`src/rtl/tone_voice_scheduler_if.sv`:
```
// Host/config and tone-generator signals of tone_voice_scheduler.
// The master side drives the writes and the generator output, and the slave side is the scheduler.
interface tone_voice_scheduler_if #(
   parameter int VOICES = 4
);
   localparam int VS_W = $clog2(VOICES);

   logic            sample_tick;
   logic            wr_en;
   logic [VS_W-1:0] wr_voice;
   logic [23:0]     wr_freq;
   logic            wr_gate;
   logic            wr_phase_clr;
   logic [23:0]     tri_acc;
   logic [15:0]     tri_dout;
   logic [15:0]     sample_out;
   logic            sample_valid;
   logic            busy;
   logic            overrun;

   modport master (
      output sample_tick, wr_en, wr_voice, wr_freq, wr_gate, wr_phase_clr, tri_dout,
      input  tri_acc, sample_out, sample_valid, busy, overrun
   );

   modport slave (
      input  sample_tick, wr_en, wr_voice, wr_freq, wr_gate, wr_phase_clr, tri_dout,
      output tri_acc, sample_out, sample_valid, busy, overrun
   );
endinterface

```
`src/rtl/tone_voice_scheduler.sv`:
```
// Time-multiplexes one combinational triangle generator across VOICES phase accumulators.
// Optional per-voice gating is enabled with the TONE_SCHED_GATE_EN macro.
module tone_voice_scheduler #(
   parameter int VOICES = 4
) (
   input  logic                    clk,
   input  logic                    rst_n,
   tone_voice_scheduler_if.slave   bus
);
   localparam int VS_W  = $clog2(VOICES);
   localparam int SUM_W = 16 + VS_W;

   typedef enum logic [1:0] {IDLE, RUN, DONE} state_t;

   state_t            state_q, state_d;
   logic [VS_W-1:0]   vidx_q, vidx_d;
   logic [SUM_W-1:0]  sum_q, sum_d;
   logic [SUM_W-1:0]  sum_next;
   logic [23:0]       acc_q [VOICES];
   logic [23:0]       acc_d [VOICES];
   logic [23:0]       freq_q [VOICES];
   logic [23:0]       freq_d [VOICES];
   logic [15:0]       sample_out_q, sample_out_d;
   logic              sample_valid_q, sample_valid_d;
   logic              overrun_q, overrun_d;
   logic              voice_active;

`ifdef TONE_SCHED_GATE_EN
   logic [VOICES-1:0] gate_q, gate_d;
   assign voice_active = gate_q[vidx_q];
`else
   logic unused_wr_gate;
   assign unused_wr_gate = bus.wr_gate;
   assign voice_active   = 1'b1;
`endif

   assign bus.tri_acc      = (state_q == RUN) ? acc_q[vidx_q] : acc_q[0];
   assign bus.sample_out   = sample_out_q;
   assign bus.sample_valid = sample_valid_q;
   assign bus.busy         = (state_q != IDLE);
   assign bus.overrun      = overrun_q;

   // Frame sequencing first, then host writes so a phase clear overrides the increment.
   always_comb begin
      state_d        = state_q;
      vidx_d         = vidx_q;
      sum_d          = sum_q;
      acc_d          = acc_q;
      freq_d         = freq_q;
      sample_out_d   = sample_out_q;
      sample_valid_d = 1'b0;
      overrun_d      = overrun_q;
`ifdef TONE_SCHED_GATE_EN
      gate_d         = gate_q;
`endif
      sum_next = voice_active ? (sum_q + {{VS_W{1'b0}}, bus.tri_dout}) : sum_q;

      case (state_q)
         IDLE: begin
            if (bus.sample_tick) begin
               vidx_d  = '0;
               sum_d   = '0;
               state_d = RUN;
            end
         end
         RUN: begin
            if (bus.sample_tick) overrun_d = 1'b1;
            sum_d = sum_next;
            if (voice_active) acc_d[vidx_q] = acc_q[vidx_q] + freq_q[vidx_q];
            vidx_d = vidx_q + VS_W'(1);
            if (vidx_q == VS_W'(VOICES - 1)) begin
               state_d        = DONE;
               sample_out_d   = sum_next[SUM_W-1:VS_W];
               sample_valid_d = 1'b1;
            end
         end
         DONE: begin
            if (bus.sample_tick) overrun_d = 1'b1;
            state_d = IDLE;
         end
         default: state_d = IDLE;
      endcase

      if (bus.wr_en) begin
         freq_d[bus.wr_voice] = bus.wr_freq;
`ifdef TONE_SCHED_GATE_EN
         gate_d[bus.wr_voice] = bus.wr_gate;
`endif
         if (bus.wr_phase_clr) acc_d[bus.wr_voice] = '0;
      end
   end

   always_ff @(posedge clk or negedge rst_n) begin
      if (!rst_n) begin
         state_q        <= IDLE;
         vidx_q         <= '0;
         sum_q          <= '0;
         acc_q          <= '{default: '0};
         freq_q         <= '{default: '0};
         sample_out_q   <= '0;
         sample_valid_q <= 1'b0;
         overrun_q      <= 1'b0;
`ifdef TONE_SCHED_GATE_EN
         gate_q         <= '0;
`endif
      end else begin
         state_q        <= state_d;
         vidx_q         <= vidx_d;
         sum_q          <= sum_d;
         acc_q          <= acc_d;
         freq_q         <= freq_d;
         sample_out_q   <= sample_out_d;
         sample_valid_q <= sample_valid_d;
         overrun_q      <= overrun_d;
`ifdef TONE_SCHED_GATE_EN
         gate_q         <= gate_d;
`endif
      end
   end
endmodule

```
`src/flat_wrapper.sv`:
```
// flat-port wrapper written by rule: the top's interface ports become plain ports
module tone_voice_scheduler_flat 
#(
   parameter int VOICES = 4
)
  (clk, rst_n, bus_sample_tick, bus_wr_en, bus_wr_voice, bus_wr_freq, bus_wr_gate, bus_wr_phase_clr, bus_tri_dout, bus_tri_acc, bus_sample_out, bus_sample_valid, bus_busy, bus_overrun);
  tone_voice_scheduler_if #(.VOICES(VOICES)) bus_i ();
  input  logic clk;
  input  logic rst_n;
  input wire logic [$bits(bus_i.sample_tick)-1:0] bus_sample_tick;
  input wire logic [$bits(bus_i.wr_en)-1:0] bus_wr_en;
  input wire logic [$bits(bus_i.wr_voice)-1:0] bus_wr_voice;
  input wire logic [$bits(bus_i.wr_freq)-1:0] bus_wr_freq;
  input wire logic [$bits(bus_i.wr_gate)-1:0] bus_wr_gate;
  input wire logic [$bits(bus_i.wr_phase_clr)-1:0] bus_wr_phase_clr;
  input wire logic [$bits(bus_i.tri_dout)-1:0] bus_tri_dout;
  output wire logic [$bits(bus_i.tri_acc)-1:0] bus_tri_acc;
  output wire logic [$bits(bus_i.sample_out)-1:0] bus_sample_out;
  output wire logic [$bits(bus_i.sample_valid)-1:0] bus_sample_valid;
  output wire logic [$bits(bus_i.busy)-1:0] bus_busy;
  output wire logic [$bits(bus_i.overrun)-1:0] bus_overrun;
  assign bus_i.sample_tick = bus_sample_tick;
  assign bus_i.wr_en = bus_wr_en;
  assign bus_i.wr_voice = bus_wr_voice;
  assign bus_i.wr_freq = bus_wr_freq;
  assign bus_i.wr_gate = bus_wr_gate;
  assign bus_i.wr_phase_clr = bus_wr_phase_clr;
  assign bus_i.tri_dout = bus_tri_dout;
  assign bus_tri_acc = bus_i.tri_acc;
  assign bus_sample_out = bus_i.sample_out;
  assign bus_sample_valid = bus_i.sample_valid;
  assign bus_busy = bus_i.busy;
  assign bus_overrun = bus_i.overrun;
  tone_voice_scheduler #(.VOICES(VOICES)) u_core (.clk(clk), .rst_n(rst_n), .bus(bus_i));
endmodule
```
`config.mk`:
```
export PLATFORM = sky130hd
export DESIGN_NAME = tone_voice_scheduler_flat
export DESIGN_NICKNAME = d
export VERILOG_FILES = /design/src/rtl/tone_voice_scheduler_if.sv /design/src/rtl/tone_voice_scheduler.sv /design/src/flat_wrapper.sv
export SDC_FILE = /design/constraint.sdc
export NUM_CORES = 1
export LEC_CHECK = 0
export BUFFER_PORTS_ARGS = -buffer_cell sky130_fd_sc_hd__buf_4
export CAP_MARGIN = 5
export CORE_MARGIN = 2
export CORE_UTILIZATION = 55
export DETAILED_ROUTE_END_ITERATION = 10
export GPL_TIMING_DRIVEN = 0
export PLACE_DENSITY_LB_ADDON = 0.12
export SYNTH_ARGS = -nofsm -noshare
export SYNTH_HDL_FRONTEND = slang
export SYNTH_SLANG_ARGS = --single-unit
```
`constraint.sdc`:
```
create_clock -name clk -period 5.4 [get_ports clk]
set_clock_uncertainty 0.1 [all_clocks]
set_input_delay 0 -clock clk [delete_from_list [all_inputs] [get_ports clk]]
set_output_delay 0 -clock clk [all_outputs]
set_load 0.01 [all_outputs]
```
==> flow_summary_export.csv <==
group,metric,value,unit
setup_path,end_kind,"register",
drt,viasPerCell,6.178,
clock_tree,cts-root-buf,"clkbuf_16",
layout,multiInputGateArea,6804,µm²
sta,fmax,203.8,MHz
grt,antenna_found_initial,0,
floorplan,die_h,157.6,µm
synthesis,synth_top_area_share,44.72,%
floorplan,die_area,24850,µm²
synthesis,synth_most_common_cell,"dfrtp_1",
synthesis,synth-edff-count,0,
sta,relSlewSlack,36.13,%
floorplan,core.rowCount,56,
clock_tree,htree_levels,1,
sta,rsz0062_at_grt,"no",
synthesis,syn_avg_cell_area,10.70,µm²
clock_tree,postCtsSetupRepairBufs,0,
clock_tree,numCtsBuffers,26,
grt,grt_pass1_vias,10560,
drt,post_drt_wl_per_cell,21.59,µm
layout,utilization,66.34,%
drt,firstDrtPassIters,5,
sta,finalHoldViolCount,0,
synthesis,synth.distinct_cells,70,
power_and_ir_drop,p_per_area,700.7,nW/µm²
grt,grt_max_degree,104,
setup_path,cp.required,5.69,ns
layout,sequential_cell_area,5806,µm²
setup_path,reg2reg_depth,11,
setup_path,start_kind,"register",
layout,n_antenna_cell,0,
sta,tns,0,ns
grt,grtUsageTotal,30.57,%
synthesis,ys_seq_area_share,44.72,%
synthesis,synth_nets,1308,
synthesis,yosysWarnings,0,
layout,n_fill_cell,1872,
place,gp_congestion,0.9480,
setup_path,rrSetupSlack,0.49,ns
sta,min_period,4.906,ns
synthesis,syn-cell-area,12980,µm²
drt,drtAntennaViolNets,0,
clock_tree,clkLatencyLatePin,0.53,ns
place,hpwl,25750,µm
setup_path,cp_max_fo,10,
floorplan,core,23330,µm²
sta,drv_slew,0,
layout,finalNonFillerCells,1713,
drt,drc_errors,0,
setup_path,cp-endpoint,"u_core.acc_q[71]",
synthesis,synthTopCellsByCount,"232 x dfrtp_1, 131 x nand2_1, 123 x mux2_2",
floorplan,ios,91,
setup_path,r2r-start,"u_core.vidx_q[1]",
power_and_ir_drop,ir_worst_vdd,0.0004656,V
layout,area_delta_synth_final,19.24,%
sta,setup_viol,0,
floorplan,start_util,55.64,%
place,port_buffers,86,
drt,drtIter0Drc,973,
synthesis,synth_top_cell_by_area,"dfrtp_1",
clock_tree,cts.sinks,232,
grt,overflow,0,
sta,worst_pin_slew,0.9580,ns
floorplan,die_w,157.6,µm
setup_path,cp_data_arrival_time,5.20,ns
grt,grt_first_pass_wirelength,58100,µm
clock_tree,holdBufCountCts,46,
setup_path,startpoint,"u_core.vidx_q[1]",
clock_tree,cts_tree,"built",
synthesis,ys_ff_latch,232,
synthesis,synth_cells,1213,
setup_path,worstReg2RegEnd,"u_core.acc_q[71]",
clock_tree,post_cts_resized,0,
synthesis,ys.flop_type,"dfrtp_1",
layout,nets,1470,
place,place_area,14090,µm²
drt,wirelength,36980,µm
setup_path,crit_type,"reg -> reg",
drt,vias,10580,
synthesis,synthArstFlopShare,100.0,%
layout,stdcell_area,15480,µm²
layout,layout-drive-gt1-share,24.32,%
sta,period_share,90.85,%
clock_tree,clock_path_buffers,3,
worst_hold_path,hp-class,"in -> reg",
status,status,"finished clean",
power_and_ir_drop,power,10.85,mW
job,cap_violations,0,
clock_tree,path_clk_slew,0.06,ns
power_and_ir_drop,p_leak,6.677,nW
place,dp_cells,1620,
synthesis,ys_top_cells_by_area,"dfrtp_1 45%, mux2_2 11%, mux4_2 8.3%, ha_1 4.3%, nand2_1 3.8%",
## worst min-delay path by stage
stage                           from                         to  slack, ns  depth (start not counted)
CTS                 bus_tri_dout[11]  u_core.bus.sample_out[10]       0.03                          5
floorplan                      rst_n            u_core.acc_q[0]      -0.40                          0
finish              bus_tri_dout[11]  u_core.bus.sample_out[10]       0.04                          5
detailed placement             rst_n          u_core.freq_q[78]      -0.19                          1
global route        bus_tri_dout[11]   u_core.bus.sample_out[9]       0.08                          4
global placement     bus_sample_tick         u_core.bus.overrun       0.14                          2
## report_power, final
part	leakage (nW)	switching, mW	internal [mW]
logic	3.35	3.80	2.50
registers	2.86	0.325	2.32
clock network	0.460	0.730	1.17
total	6.68	4.85	5.99
## state kept, by name, indices dropped and copies added (netlist names)
| register | cells |
|---|---|
| u_core.vidx_q | 2 |
| u_core.state_q | 2 |
| u_core.acc_q | 96 |
| u_core.bus.sample_out | 16 |
| u_core.bus.overrun | 1 |
| u_core.sum_q | 18 |
| u_core.bus.sample_valid | 1 |
| u_core.freq_q | 96 |
## placed cells by master (no fill, tap or decap), types with 5 or more instances in the layout
| master | n |
|---|---|
| nand4_1 | 9 |
| a31oi_1 | 5 |
| o21ai_1 | 15 |
| ha_1 | 45 |
| mux2_2 | 123 |
| clkbuf_16 | 27 |
| nand3_1 | 66 |
| o21bai_1 | 9 |
| nor2_1 | 68 |
| xor2_1 | 7 |
| a22o_1 | 10 |
| clkbuf_1 | 55 |
| clkbuf_8 | 5 |
| a211oi_1 | 17 |
| buf_1 | 10 |
| buf_2 | 14 |
| buf_4 | 85 |
| nor3_1 | 37 |
| a32oi_1 | 13 |
| xnor2_1 | 16 |
| dfrtp_1 | 232 |
| a21oi_1 | 80 |
| nand2_1 | 131 |
| clkinv_2 | 7 |
| dlygate4sd3_1 | 45 |
| mux4_2 | 48 |
| o21ai_0 | 61 |
| nor3b_1 | 12 |
| a21o_1 | 14 |
| and3_1 | 10 |
| or3_1 | 15 |
| inv_1 | 17 |
| and2_1 | 8 |
## cell families (layout without fill, tap and decap cells)
| kind of cell | after synthesis | in the layout | share of synthesized area (%) |
|---|---|---|---|
| mux | 171 | 171 | 19.00 |
| buf+inv | 94 | 275 | 2.863 |
| compound gates | 265 | 265 | 13.20 |
| simple gates | 381 | 381 | 14.01 |
| flops | 232 | 232 | 44.72 |
| fa+ha+maj | 47 | 47 | 4.646 |
| xor+xnor | 23 | 23 | 1.552 |
## layout make-up
| cell class | instances | area share [%] |
|---|---|---|
| flip-flops and latches | 232 | 37.51 |
| inverters | 17 | 0.4123 |
| multi-input cells | 887 | 43.96 |
| clock buffers | 35 | 4.882 |
| well taps | 319 | 2.579 |
| clock inverters | 12 | 1.059 |
| plain buffers | 77 | 1.989 |
| repair buffers | 134 | 7.615 |
## metrics by stage
stage | setup slack (ns) | hold slack (ns)
floorplan | 1.805 | -0.3956
global placement | 0.7345 | 0.1360
detailed placement | 0.7076 | -0.1950
CTS | 0.6719 | 0.02871
global route | 0.4228 | 0.08413
finish | 0.4939 | 0.04045
## routing by layer
metal	vias to the layer above	wire length, µm	track usage, %
met1	5291	15700	42.01
met5	-	0	0
met3	88	2353	4.654
met4	0	1400	12.03
met2	385	17530	49.13
li1	4819	-	-
## critical path: stages (launching register included)
cell      delay (ns)
dfrtp_1         0.55
buf_1           0.69
buf_1           0.79
mux4_2          0.45
ha_1            0.29
clkbuf_2        0.18
nand2_1         0.10
o211ai_2        0.43
nor3b_1         0.58
nor2_1          0.18
a211oi_1        0.31
nor3_1          0.11
Note: power is estimated with default switching activity, not from simulation.
